## src/rtl/audio_serializer.sv

```systemverilog
// Stereo 16-bit serializer: derives MCLK/SCK/LRCK from a 9-bit frame counter, I2S or left-justified.
// Optional mute input, enabled by defining AUDIO_SERIALIZER_MUTE_EN.
module audio_serializer #(
    parameter int LEFT_JUSTIFIED = 0
) (
    input  logic        clk,
    input  logic        rst,
    input  logic [15:0] audio_left,
    input  logic [15:0] audio_right,
`ifdef AUDIO_SERIALIZER_MUTE_EN
    input  logic        mute,
`endif
    output logic        audio_mclk,
    output logic        audio_lrck,
    output logic        audio_sck,
    output logic        audio_sdin,
    output logic        sample_req
);

    logic [8:0]  cnt_q, cnt_d;
    logic [31:0] word_q, word_d;
    logic        mclk_q, mclk_d;
    logic        sck_q, sck_d;
    logic        lrck_q, lrck_d;
    logic        sdin_q, sdin_d;
    logic        req_q, req_d;
    logic        wrap;
    logic [4:0]  slot_d;
    logic [4:0]  bit_idx;

    always_comb begin
        cnt_d  = cnt_q + 9'd1;
        wrap   = (cnt_q == 9'd511);
        word_d = word_q;
        if (wrap) begin
`ifdef AUDIO_SERIALIZER_MUTE_EN
            word_d = mute ? 32'h0 : {audio_left, audio_right};
`else
            word_d = {audio_left, audio_right};
`endif
        end

        // Clock outputs track the counter value they will hold after this edge.
        mclk_d = cnt_d[1];
        sck_d  = cnt_d[3];
        lrck_d = cnt_d[8];
        req_d  = (cnt_d == 9'd0);

        // I2S index 32-s wraps to 0 at slot 0, which is handled separately.
        slot_d  = cnt_d[8:4];
        bit_idx = (LEFT_JUSTIFIED != 0) ? (5'd31 - slot_d) : (5'd0 - slot_d);
        sdin_d  = sdin_q;
        if (cnt_q[3:0] == 4'hF) begin
            if (LEFT_JUSTIFIED == 0 && slot_d == 5'd0)
                sdin_d = word_q[0];
            else
                sdin_d = word_d[bit_idx];
        end
    end

    always_ff @(posedge clk or negedge rst) begin
        if (!rst) begin
            cnt_q  <= 9'd0;
            word_q <= 32'h0;
            mclk_q <= 1'b0;
            sck_q  <= 1'b0;
            lrck_q <= 1'b0;
            sdin_q <= 1'b0;
            req_q  <= 1'b0;
        end else begin
            cnt_q  <= cnt_d;
            word_q <= word_d;
            mclk_q <= mclk_d;
            sck_q  <= sck_d;
            lrck_q <= lrck_d;
            sdin_q <= sdin_d;
            req_q  <= req_d;
        end
    end

    assign audio_mclk = mclk_q;
    assign audio_sck  = sck_q;
    assign audio_lrck = lrck_q;
    assign audio_sdin = sdin_q;
    assign sample_req = req_q;

endmodule
```

## config.mk

```make
export PLATFORM = sky130hd
export DESIGN_NAME = audio_serializer
export DESIGN_NICKNAME = d
export VERILOG_FILES = /design/src/rtl/audio_serializer.sv
export SDC_FILE = /design/constraint.sdc
export NUM_CORES = 1
export LEC_CHECK = 0
export CORE_MARGIN = 8
export CORE_UTILIZATION = 53
export CTS_BUF_LIST = sky130_fd_sc_hd__clkbuf_4 sky130_fd_sc_hd__clkbuf_8
export CTS_CLUSTER_DIAMETER = 100
export DETAILED_ROUTE_END_ITERATION = 7
export DONT_BUFFER_PORTS = 1
export PLACE_DENSITY = 0.65
export SETUP_SLACK_MARGIN = 0.5
export SYNTH_ARGS = -nofsm -noshare
export SYNTH_HDL_FRONTEND = slang
export SYNTH_SLANG_ARGS = --single-unit
```

## constraint.sdc

```tcl
create_clock -name clk -period 3.3 [get_ports clk]
set_input_delay 0.99 -clock clk [delete_from_list [all_inputs] [get_ports clk]]
set_output_delay 0.99 -clock clk [all_outputs]
set_load 0.1 [all_outputs]
```

# After elaboration in Yosys (flattened, before gate mapping)
# Cells that the tools add are included.
# W data, S select, Z words.
# op_classes
n_mux,4
n_addsub,2
eq_ne,2
magnitude_cmp,1
n_reduce_logical,2
# ops
cell,n
$mux W32,1
$add A9 B1 Y9 const B,1
$eq A9 B9 Y1 const B,1
$logic_not A9 Y1,1
$lt A5 B6 Y1 const B,1
$bmux W1 S5,1
$logic_not A5 Y1,1
$sub A1 B5 Y5 const A,1
$eq A4 B4 Y1 const B,1
$mux W1,2
# totals
wordCells,18
output_inout_bits,5
regBits,46
inputBits,34

# Longest topological paths before layout
# Gate-level depths: netlist of run 1.
# logic_depth
ltp_word,5
ltp_mapped,14
depth_no_buf,12

# Worst setup path after synthesis of run 1
# No wires, ideal clock.
# synth_path
path_kind,reg2reg
from,register cnt_q[1]
to,"register sdin_q, in the netlist audio_sdin"
arrival_ps,3470
path_buffers,2
synth_period_minus_slack_ps,3565
required_time_ps,3205
setup_slack_ps,-265
path_stages_with_launch,15
setup_time_ps,95
path_cell_list,dfrtp_1 -> ha_1 -> nand3_4 -> xnor2_4 -> buf_6 -> inv_1 -> ha_1 -> and3_1 -> ha_1 -> buf_2 -> nor2b_1 -> o2bb2ai_1 -> a311oi_1 -> nor3b_1 -> o31ai_1
# synth_via
elab_chain_len,5
word_cells_on_any_way,9
cone_classes,add/sub (2); eq/ne (2); mux (4); reduce/logical (1)
# synth_rtl
item,line_no,rtl
start: declaration,20,"logic [8:0] cnt_q, cnt_d;"
start signal: assignment,71,cnt_q <= cnt_d;
$add A9 B1 Y9,32,cnt_d = cnt_q + 9'd1;
$sub A1 B5 Y5,51,bit_idx = (LEFT_JUSTIFIED != 0) ? (5'd31 - slot_d) : (5'd0 - slot_d);
via bit_idx[0],29,logic [4:0] bit_idx;
$bmux W1 S5,57,sdin_d = word_d[bit_idx];
$mux W1 (implied by the code),57,
$mux W1,54,if (LEFT_JUSTIFIED == 0 && slot_d == 5'd0)
end signal: assignment,76,sdin_q <= sdin_d;
end: declaration,25,"logic sdin_q, sdin_d;"
# The timed path passes the listed nets, and every way through them passes these cells. The select of a mux whose other input is x is not followed.
# A chain may end at the register's enable or synchronous reset.

# Worst setup path after layout of run 1
# layout_path
from,register cnt_q[1]
to,"register sdin_q, in the netlist audio_sdin"
# layout_via
elab_chain_len,5
word_cells_on_any_way,9
cone_classes,add/sub (2); eq/ne (2); mux (4); reduce/logical (1)
# layout_rtl
item,line_no
$add A9 B1 Y9 or $eq A9 B9 Y1 (tied branches),"32, 33"
$sub A1 B5 Y5 or $mux W32 (tied branches),"51, 35"
$bmux W1 S5,57
$mux W1 (implied by the code),57
$mux W1,54
# Several ways; a longest one is shown, not always the timed one. The select of a mux whose other input is x is not followed.

==> flow_metrics.py, run 1 <==
metrics = {
    "clock_network": {
        "insertion_delay_ns": 0.30,
        "clock_path_buffers": 2,
        "clk_pin_slew_ns": 0.09,
        "numCtsBuffers": 5,
        "cts_root_buf": "clkbuf_8",
        "htree_num_levels": 2,
        "clock-sinks": 43,
        "tritoncts": "done",
    },
    "synth": {
        "synth_top_family_by_area": "multiplexers",
        "synth_warnings": 0,
        "synth_adder_area_share_pct": 2.40,
        "post_synth.cell_area_avg_um2": 12.7,
        "ys_types": 33,
        "synth_seq_cells": 43,
        "synth_xor_area_share_pct": 4.67,
        "syn_nets": 203,
        "synthCells": 165,
        "netlist_area_um2": 2090,
        "synth-simple-area-share_pct": 8.75,
        "synthMuxAreaShare_pct": 23.2,
        "yosysSeqAreaShare_pct": 51.5,
        "synth_compound_area_share_pct": 5.81,
    },
    "sta": {
        "setup_tns_ns": 0,
        "setup_viol": 0,
        "clock_skew_ns": 0.0112,
        "fin_crit_sh_pct": 83.3,
        "layout_setup_ws_ns": 0.550,
        "final_max_slew_viol_count": 0,
        "hold_viol": 0,
        "fmax_mhz": 364,
        "min_period_ns": 2.75,
        "tightest_slew_ns": 0.957,
        "grt_setup_unrepaired": "false",
        "relSlewSlack_pct": 36.2,
    },
    "final_layout": {
        "ff_latch_area_um2": 1080,
        "diodes": 0,
        "final_common_cell": "dfrtp_1",
        "stdcell_count": 239,
        "num-fill-cells": 298,
        "utilization_pct": 65.9,
        "fin_nets": 226,
        "multiInputGateArea_um2": 1060,
        "final_cell_mix": "dfrtp_1 (40), mux2_2 (29), buf_4 (18)",
        "drive_gt1_share_pct": 46.6,
        "syn_to_final_growth_pct": 22.6,
    },
    "critical_path": {
        "crit_slowest_cell": "dfrtp_4",
        "critPathBufInv": 3,
        "crit_arrival_ns": 2.95,
        "crit_required_ns": 3.50,
        "cp-end-kind": "flip-flop",
        "critPathTopFamily": "simple AND/OR/NAND/NOR gates",
        "r2r_cells": 12,
        "crit-reg2reg-launch": "cnt_q[1]$_DFF_PN0_",
        "path_cells": "buf_12 > and2_4 > nand4_1 > xor2_2 > ha_4 > and3_4 > ha_4 > buf_4 > buf_4 > a311oi_2 > nor3b_2 > o31ai_1",
        "critical-path-max-stage-delay_ns": 0.45,
        "critPathLaunchType": "flip-flop",
        "cp_max_fo": 7,
        "reg2reg_slack_ns": 0.55,
        "critical_path_class": "flip-flop to flip-flop",
        "regToRegEndpoint": "audio_sdin$_DFFE_PN0N_",
    },
    "flow_run": {
        "maxCapViolations": 0,
    },
    "route": {
        "viasPerCell": 5.68,
        "wire_per_inst_um": 18.8,
        "ant_nets": 0,
        "dr_total_vias": 1358,
        "dr.pass1.iters": 4,
        "initialDrtViolationCount": 79,
        "drc": 0,
        "drt_wl_total_mm": 4.49,
    },
    "place": {
        "pre_cts_slack_ns": 0.278,
        "dp.cells": 214,
        "hpwl_mm": 3.02,
        "place_congestion": 0.872,
        "port_buffers": 0,
    },
    "global_route": {
        "antenna_found_initial": 0,
        "grt_usage_pct": 14.5,
        "grt-ovfl-total": 0,
        "grt_pass1_wl_mm": 7.03,
        "first_global_vias": 1455,
        "grt_max_degree": 44,
    },
    "pwr": {
        "leakage_uw": 0.00124,
        "p_per_area_nw_per_um2": 369,
        "max-vdd-ir-drop_mv": 0.239,
    },
    "floorplanning": {
        "dieWidth_um": 78.8,
        "die_h_um": 78.8,
        "core_um2": 3880,
        "initial_core_util_pct": 53.8,
        "rows": 23,
        "num_io_pins": 39,
        "die-area_um2": 6200,
    },
    "run_status": {
        "status": "finished, final reports clean",
    },
    "worst_hold_path": {
        "holdCritPathClass": "input port to asynchronous set/reset pin",
    },
}
synthesized netlist by cell type:
master / count / area (µm²)
a311oi_1: 2 / 17.5
ha_1: 4 / 50.1
mux2_1: 1 / 11.3
and2_1: 2 / 12.5
mux4_1: 2 / 52.6
a41oi_1: 1 / 8.76
a211o_1: 2 / 17.5
mux2i_1: 6 / 60.1
buf_2: 1 / 5.00
o21ai_0: 7 / 35.0
and3_1: 2 / 12.5
nor3_1: 4 / 20.0
nor2_1: 13 / 48.8
o2bb2ai_1: 2 / 17.5
buf_6: 1 / 11.3
xnor2_1: 4 / 35.0
nand3_1: 5 / 25.0
and3_2: 1 / 7.51
nand4_1: 1 / 6.26
a21oi_1: 2 / 10.0
o21bai_1: 1 / 7.51
inv_1: 7 / 26.3
nand2_1: 5 / 18.8
dfrtp_1: 43 / 1080
xnor2_4: 1 / 27.5
mux2_2: 32 / 360
clkinv_1: 1 / 3.75
nor2b_1: 1 / 6.26
o31ai_1: 1 / 7.51
nor3b_1: 1 / 7.51
nand3_4: 1 / 17.5
xor2_1: 4 / 35.0
buf_4: 4 / 30.0
state kept, by name, indices dropped and copies added (netlist names):
register	flops
audio_sdin	1
cnt_q	9
sample_req	1
word_q	32
worst max path at each step:
| stage | from | to | slack, ns | depth (start not counted) |
|---|---|---|---|---|
| 3_5_place_dp | cnt_q[0]$_DFF_PN0_ | audio_sdin$_DFFE_PN0N_ | 0.28 | 10 |
| 2_1_floorplan | cnt_q[1]$_DFF_PN0_ | audio_sdin$_DFFE_PN0N_ | 0.43 | 11 |
| 6_report | cnt_q[1]$_DFF_PN0_ | audio_sdin$_DFFE_PN0N_ | 0.55 | 12 |
| 4_1_cts | cnt_q[1]$_DFF_PN0_ | audio_sdin$_DFFE_PN0N_ | 0.51 | 11 |
| 5_1_grt | cnt_q[1]$_DFF_PN0_ | audio_sdin$_DFFE_PN0N_ | 0.47 | 12 |
| 3_3_place_gp | cnt_q[0]$_DFF_PN0_ | audio_sdin$_DFFE_PN0N_ | 0.38 | 11 |
metrics by stage:
stage	cell area (µm²)	hold slack (ns)	power, µW
final	2560	0.375	945
after global routing	2560	0.359	978
after CTS	2410	0.369	956
after detailed placement	2210	0.481	537
after global placement	2210	0.475	537
after floorplan	2160	0.465	537
report_power, final:
group	switching [µW]	total (µW)	internal (µW)
sequential	0	527	527
combinational	0	0.395	0.394
clock	173	418	245
total	173	945	772
logic make-up after synthesis:
kind of cell,after synthesis
AOI/OAI and AO/OA,18
xor gates and xnor gates,9
muxes,41
adders and majority gates,4
and+or+nand+nor,36
DFF,43
buffers and inverters,14
timing repair:
| action | in CTS | in global routing |
|---|---|---|
| resized for setup | 5 | 15 |
| endpoints found under the setup margin | 1 | 1 |
| buffers inserted | 6 | 11 |
| hold buffers | 0 | 0 |
| pin swaps | 1 | 11 |
area by class of cell:
cell class,count,share of cell area [%]
multi-input combinational,108,41.6
tap,50,2.44
clock inverter,2,1.37
timing repair buffer,22,7.72
inverter,8,1.37
sequential,43,42.3
clock buffer,6,3.23
layer usage:
metal	GRT usage (%)	up-vias	wire (µm)
met5	0	-	0
met4	6.30	0	97
met3	4.97	9	257
met2	24.9	37	2370
met1	16.0	686	1760
li1	-	626	-
No activity file was read; power rests on OpenSTA's default activity.
==> inputs of run 2 (changes only) <==
Settings changed: PLACE_DENSITY 0.65 to 0.68.
Clock period 3.3 ns to 2.5 ns, I/O delays scaled along.
==> flow_metrics.py, run 2 (synthesized netlist as in run 1, its figures left out) <==
metrics = {
    "pwr": {
        "p_per_area_nw_per_um2": 466,
        "p_sw_uw": 234,
        "p_sw_share_pct": 18.7,
        "max-vdd-ir-drop_mv": 0.366,
        "pwr-share-seq_pct": 55.5,
        "p_int_uw": 1020,
        "clkPwrFrac_pct": 44.5,
        "leakage_uw": 0.00131,
        "pwr-share-comb_pct": 0,
    },
    "floorplanning": {
        "die_h_um": 78.8,
        "die-area_um2": 6200,
        "rows": 23,
        "core_um2": 3880,
        "dieWidth_um": 78.8,
        "initial_core_util_pct": 53.8,
        "num_io_pins": 39,
    },
    "route": {
        "drc": 0,
        "wire_per_inst_um": 17.9,
        "viasPerCell": 5.47,
        "dr_total_vias": 1390,
        "dr.pass1.iters": 4,
        "initialDrtViolationCount": 70,
        "drt_wl_total_mm": 4.55,
        "ant_nets": 0,
    },
    "critical_path": {
        "r2r_cells": 11,
        "crit_arrival_ns": 2.82,
        "crit_slowest_cell": "mux4_2",
        "crit_path_frequent_cell": "ha_4",
        "critical_path_class": "flip-flop to flip-flop",
        "worstSetupPathDepth": 11,
        "reg2reg_slack_ns": -0.14,
        "crit_required_ns": 2.68,
        "crit-reg2reg-launch": "cnt_q[1]$_DFF_PN0_",
        "path_cells": "ha_4 > nand3_4 > nor3_4 > ha_4 > buf_6 > mux2_4 > mux4_2 > o2bb2ai_2 > a311oi_1 > nor3b_1 > o31ai_1",
        "critical-path-max-stage-delay_ns": 0.51,
        "critPathTopFamily": "multiplexers",
        "critPathLaunchType": "flip-flop",
        "critPathBufInv": 1,
        "regToRegEndpoint": "audio_sdin$_DFFE_PN0N_",
        "cp_max_fo": 3,
        "cp-end-kind": "flip-flop",
    },
    "clock_network": {
        "numCtsBuffers": 5,
        "htree_num_levels": 2,
        "clock-sinks": 43,
        "clk_pin_slew_ns": 0.08,
        "clock_path_buffers": 2,
        "cts_root_buf": "clkbuf_8",
        "insertion_delay_ns": 0.29,
        "tritoncts": "done",
    },
    "sta": {
        "fin_worst_hold_slack_ns": 0.141,
        "layout_setup_ws_ns": -0.136,
        "setup_viol": 1,
        "final_max_slew_viol_count": 0,
        "relSlewSlack_pct": 79.9,
        "grt_setup_unrepaired": "true",
        "hold_viol": 0,
        "fin_crit_sh_pct": 105,
        "tightest_slew_ns": 0.301,
        "clock_skew_ns": 0.00398,
        "fmax_mhz": 379,
        "min_period_ns": 2.64,
    },
    "run_status": {
        "status": "complete, but fails checks",
        "failed_checks": "setup timing",
    },
    "final_layout": {
        "regMostFlops": "word_q",
        "final_cell_mix": "dfrtp_1 (41), buf_4 (30), mux2_2 (26)",
        "largest_register_ffs": 32,
        "diodes": 0,
        "final_common_cell": "dfrtp_1",
        "fin_nets": 241,
        "largestRegisters": "word_q (32), cnt_q (9)",
        "syn_to_final_growth_pct": 28.7,
        "drive_gt1_share_pct": 49.5,
    },
    "place": {
        "place_congestion": 0.758,
        "hpwl_mm": 3.31,
        "pre_cts_slack_ns": -0.254,
        "port_buffers": 0,
    },
    "global_route": {
        "grt_max_degree": 44,
        "grt_usage_pct": 15.2,
        "antenna_found_initial": 0,
        "grt-ovfl-total": 0,
        "first_global_vias": 1572,
        "grt_pass1_wl_mm": 7.30,
    },
    "flow_run": {
        "maxCapViolations": 0,
    },
    "worst_hold_path": {
        "holdCritPathClass": "input port to asynchronous set/reset pin",
    },
}
run 2: repair_timing:
action / in CTS / in global routing
hold buffers: 0 / 0
pin swaps: 5 / 12
endpoints found under the setup margin: 9 / 5
gates resized for setup: 6 / 17
buffers inserted: 4 / 3
run 2: power groups by stage:
stage / Clock (µW) / Sequential, µW / Combinational (µW)
floorplan: 0 / 709 / 0.521
global placement: 0 / 709 / 0.521
detailed placement: 0 / 709 / 0.521
CTS: 569 / 695 / 0.521
global route: 599 / 695 / 0.594
finish: 557 / 695 / 0.594
run 2: routing by layer:
| metal | global-route usage [%] | routed length, µm | vias up |
|---|---|---|---|
| met5 | 0 | 0 | - |
| met4 | 6.48 | 98 | 0 |
| met3 | 5.64 | 296 | 10 |
| met1 | 15.9 | 1750 | 690 |
| li1 | - | - | 653 |
| met2 | 26.7 | 2400 | 37 |
run 2: layout make-up:
class / instances / area [µm²]
Inverter: 8 / 33.8
Timing Repair Buffer: 37 / 317
Tap cell: 50 / 62.6
Fill cell: 274 / 1200
Clock inverter: 2 / 35.0
Multi-Input combinational cell: 108 / 1080
Clock buffer: 6 / 82.6
Sequential cell: 43 / 1080
run 2: worst max path at each step:
stage | start | endpoint
6_report | cnt_q[1]$_DFF_PN0_ | audio_sdin$_DFFE_PN0N_
3_5_place_dp | cnt_q[1]$_DFF_PN0_ | audio_sdin$_DFFE_PN0N_
4_1_cts | cnt_q[1]$_DFF_PN0_ | audio_sdin$_DFFE_PN0N_
3_3_place_gp | cnt_q[1]$_DFF_PN0_ | audio_sdin$_DFFE_PN0N_
5_1_grt | cnt_q[1]$_DFF_PN0_ | audio_sdin$_DFFE_PN0N_
2_1_floorplan | cnt_q[1]$_DFF_PN0_ | audio_sdin$_DFFE_PN0N_
run 2: metrics by stage:
step	std cells	utilization [%]	TNS [ns]	power [µW]	area, µm²
2_1_floorplan	165	-	-0.372	709	2160
5_1_grt	254	69.2	-0.233	1290	2690
3_3_place_gp	239	62.0	-0.154	709	2410
3_5_place_dp	239	62.0	-0.254	709	2410
4_1_cts	251	66.7	-0.128	1260	2590
6_report	254	69.2	-0.136	1250	2690
==> inputs of run 3 (changes only) <==
Settings changed: PLACE_DENSITY 0.68 to 0.71.
==> flow_metrics.py, run 3 (synthesized netlist as in run 1, its figures left out) <==
metrics = {
    "run_status": {
        "status": "complete, but fails checks",
        "failed_checks": "setup timing",
    },
    "clock_network": {
        "numCtsBuffers": 5,
        "cts_hold_buffers": 0,
        "cts_root_buf": "clkbuf_8",
        "htree_num_levels": 2,
        "clock_path_buffers": 2,
        "tritoncts": "done",
        "clock-sinks": 43,
        "insertion_delay_ns": 0.30,
        "clk_pin_slew_ns": 0.08,
    },
    "sta": {
        "min_period_ns": 2.71,
        "fin_crit_sh_pct": 108,
        "layout_setup_ws_ns": -0.206,
        "clock_skew_ns": 0.00552,
        "final_max_slew_viol_count": 0,
        "relSlewSlack_pct": 78.5,
        "setup_viol": 1,
        "grt_setup_unrepaired": "true",
        "fmax_mhz": 370,
        "hold_viol": 0,
        "tightest_slew_ns": 0.313,
    },
    "global_route": {
        "gr-usage-met3_pct": 5.08,
        "met2_usage_pct": 28.9,
        "grt_max_degree": 44,
        "antenna_found_initial": 0,
        "grt-ovfl-total": 0,
        "grt_usage_pct": 16.6,
        "busiest_layer": "met2",
        "first_global_vias": 1586,
        "groute.layer.met1.usage_pct": 18.8,
        "grt_pass1_wl_mm": 8.09,
    },
    "pwr": {
        "clkPwrFrac_pct": 48.2,
        "max-vdd-ir-drop_mv": 0.295,
        "p_int_uw": 1110,
        "pwr-share-comb_pct": 0,
        "p_total_uw": 1340,
        "pwr-share-seq_pct": 51.7,
        "p_per_area_nw_per_um2": 488,
        "leakage_uw": 0.00135,
        "p_sw_share_pct": 17.7,
        "p_sw_uw": 238,
    },
    "floorplanning": {
        "die_h_um": 78.8,
        "die-area_um2": 6200,
        "num_io_pins": 39,
        "rows": 23,
        "initial_core_util_pct": 53.8,
        "dieWidth_um": 78.8,
        "core_um2": 3880,
    },
    "route": {
        "dr.pass1.iters": 4,
        "drt_wl_total_mm": 5.10,
        "ant_nets": 0,
        "viasPerCell": 5.55,
        "wire_per_inst_um": 19.9,
        "initialDrtViolationCount": 76,
        "drc": 0,
        "dr_total_vias": 1422,
    },
    "final_layout": {
        "stdcell_count": 256,
        "final_common_cell": "dfrtp_1",
        "fin_nets": 243,
        "final_cell_mix": "dfrtp_1 (41), buf_4 (31), mux2_2 (29)",
        "drive_gt1_share_pct": 51.9,
        "diodes": 0,
        "largestRegisters": "word_q (32), cnt_q (9)",
        "utilization_pct": 70.9,
        "fin_area_um2": 2760,
        "syn_to_final_growth_pct": 31.9,
        "largest_register_ffs": 32,
        "regMostFlops": "word_q",
        "num-fill-cells": 259,
    },
    "place": {
        "port_buffers": 0,
        "pre_cts_slack_ns": -0.177,
        "dp.cells": 238,
        "hpwl_mm": 3.14,
        "place_congestion": 0.852,
        "place_area_um2": 2400,
    },
    "critical_path": {
        "critical_path_class": "flip-flop to flip-flop",
        "reg2reg_slack_ns": -0.21,
        "critPathLaunchType": "flip-flop",
        "crit_path_frequent_cell": "ha_4",
        "critPathBufInv": 1,
        "crit_slowest_cell": "mux4_2",
        "critical-path-max-stage-delay_ns": 0.49,
        "critPathTopFamily": "multiplexers",
        "cp_max_fo": 4,
        "cp-end-kind": "flip-flop",
        "crit_arrival_ns": 2.89,
        "path_cells": "ha_4 > nand3_4 > nor3_4 > ha_4 > buf_6 > mux2_2 > mux4_2 > o2bb2ai_2 > a311oi_2 > nor3b_1 > o31ai_1",
        "crit_required_ns": 2.68,
    },
    "flow_run": {
        "maxCapViolations": 0,
    },
    "worst_hold_path": {
        "holdCritPathClass": "input port to asynchronous set/reset pin",
    },
}
run 3: cell count changes in the layout (fill, tap and decap cells not counted), sizes merged:
cell,delta
buf,+2
bufinv,+1
clkinv,-1
run 3: area by class of cell:
type                       instances  area [µm²]  share of cell area [%]
inverter                           8        33.8                    1.23
clock inverter                     2        60.1                    2.18
sequential                        43        1080                    39.2
tap                               50        62.6                    2.27
timing repair buffer              39         335                    12.2
multi-input combinational        108        1110                    40.1
clock buffer                       6        76.3                    2.77
run 3: path summary, 6_finish.rpt:
kind                                           start                     end  depth (start not counted)
worst min-delay path                             rst    word_q[21]$_DFF_PN0_                          0
max in group asynchronous                        rst      cnt_q[1]$_DFF_PN0_                          0
worst max register to register    cnt_q[1]$_DFF_PN0_  audio_sdin$_DFFE_PN0N_                         11
worst min register to register  word_q[21]$_DFF_PN0_    word_q[21]$_DFF_PN0_                          1
min in group clk                word_q[21]$_DFF_PN0_    word_q[21]$_DFF_PN0_                          1
worst max-delay path              cnt_q[1]$_DFF_PN0_  audio_sdin$_DFFE_PN0N_                         11
run 3: stage by stage:
step	hold WS [ns]	setup TNS [ns]
finish	0.133	-0.206
global route	0.120	-0.333
CTS	0.132	-0.107
detailed placement	0.456	-0.177
global placement	0.456	-0.152
floorplan	0.454	-0.372
run 3: worst reg2reg max path, stage by stage, from the launching register on:
cell	delay (ns)
dfrtp_4	0.43
ha_4	0.15
nand3_4	0.08
nor3_4	0.19
ha_4	0.18
buf_6	0.12
mux2_2	0.35
mux4_2	0.49
o2bb2ai_2	0.18
a311oi_2	0.06
nor3b_1	0.26
o31ai_1	0.11
run 3: timing repair:
item                                    CTS  global route
endpoints found under the setup margin    5             6
buffers inserted                          9             1
resized for setup                        17            13
pin swaps                                16             8
run 3: power by group through the flow:
stage | Combinational [µW] | Sequential, µW | Clock [µW]
2_1_floorplan | 0.521 | 709 | 0
3_3_place_gp | 0.521 | 709 | 0
3_5_place_dp | 0.521 | 709 | 0
4_1_cts | 0.521 | 695 | 651
5_1_grt | 0.521 | 695 | 685
6_report | 0.521 | 695 | 648
run 3: layer usage:
layer,part of all wire [%],routed length [µm]
met1,36,1860
met2,54,2760
met3,6.9,352
met4,2.5,127
met5,0,0
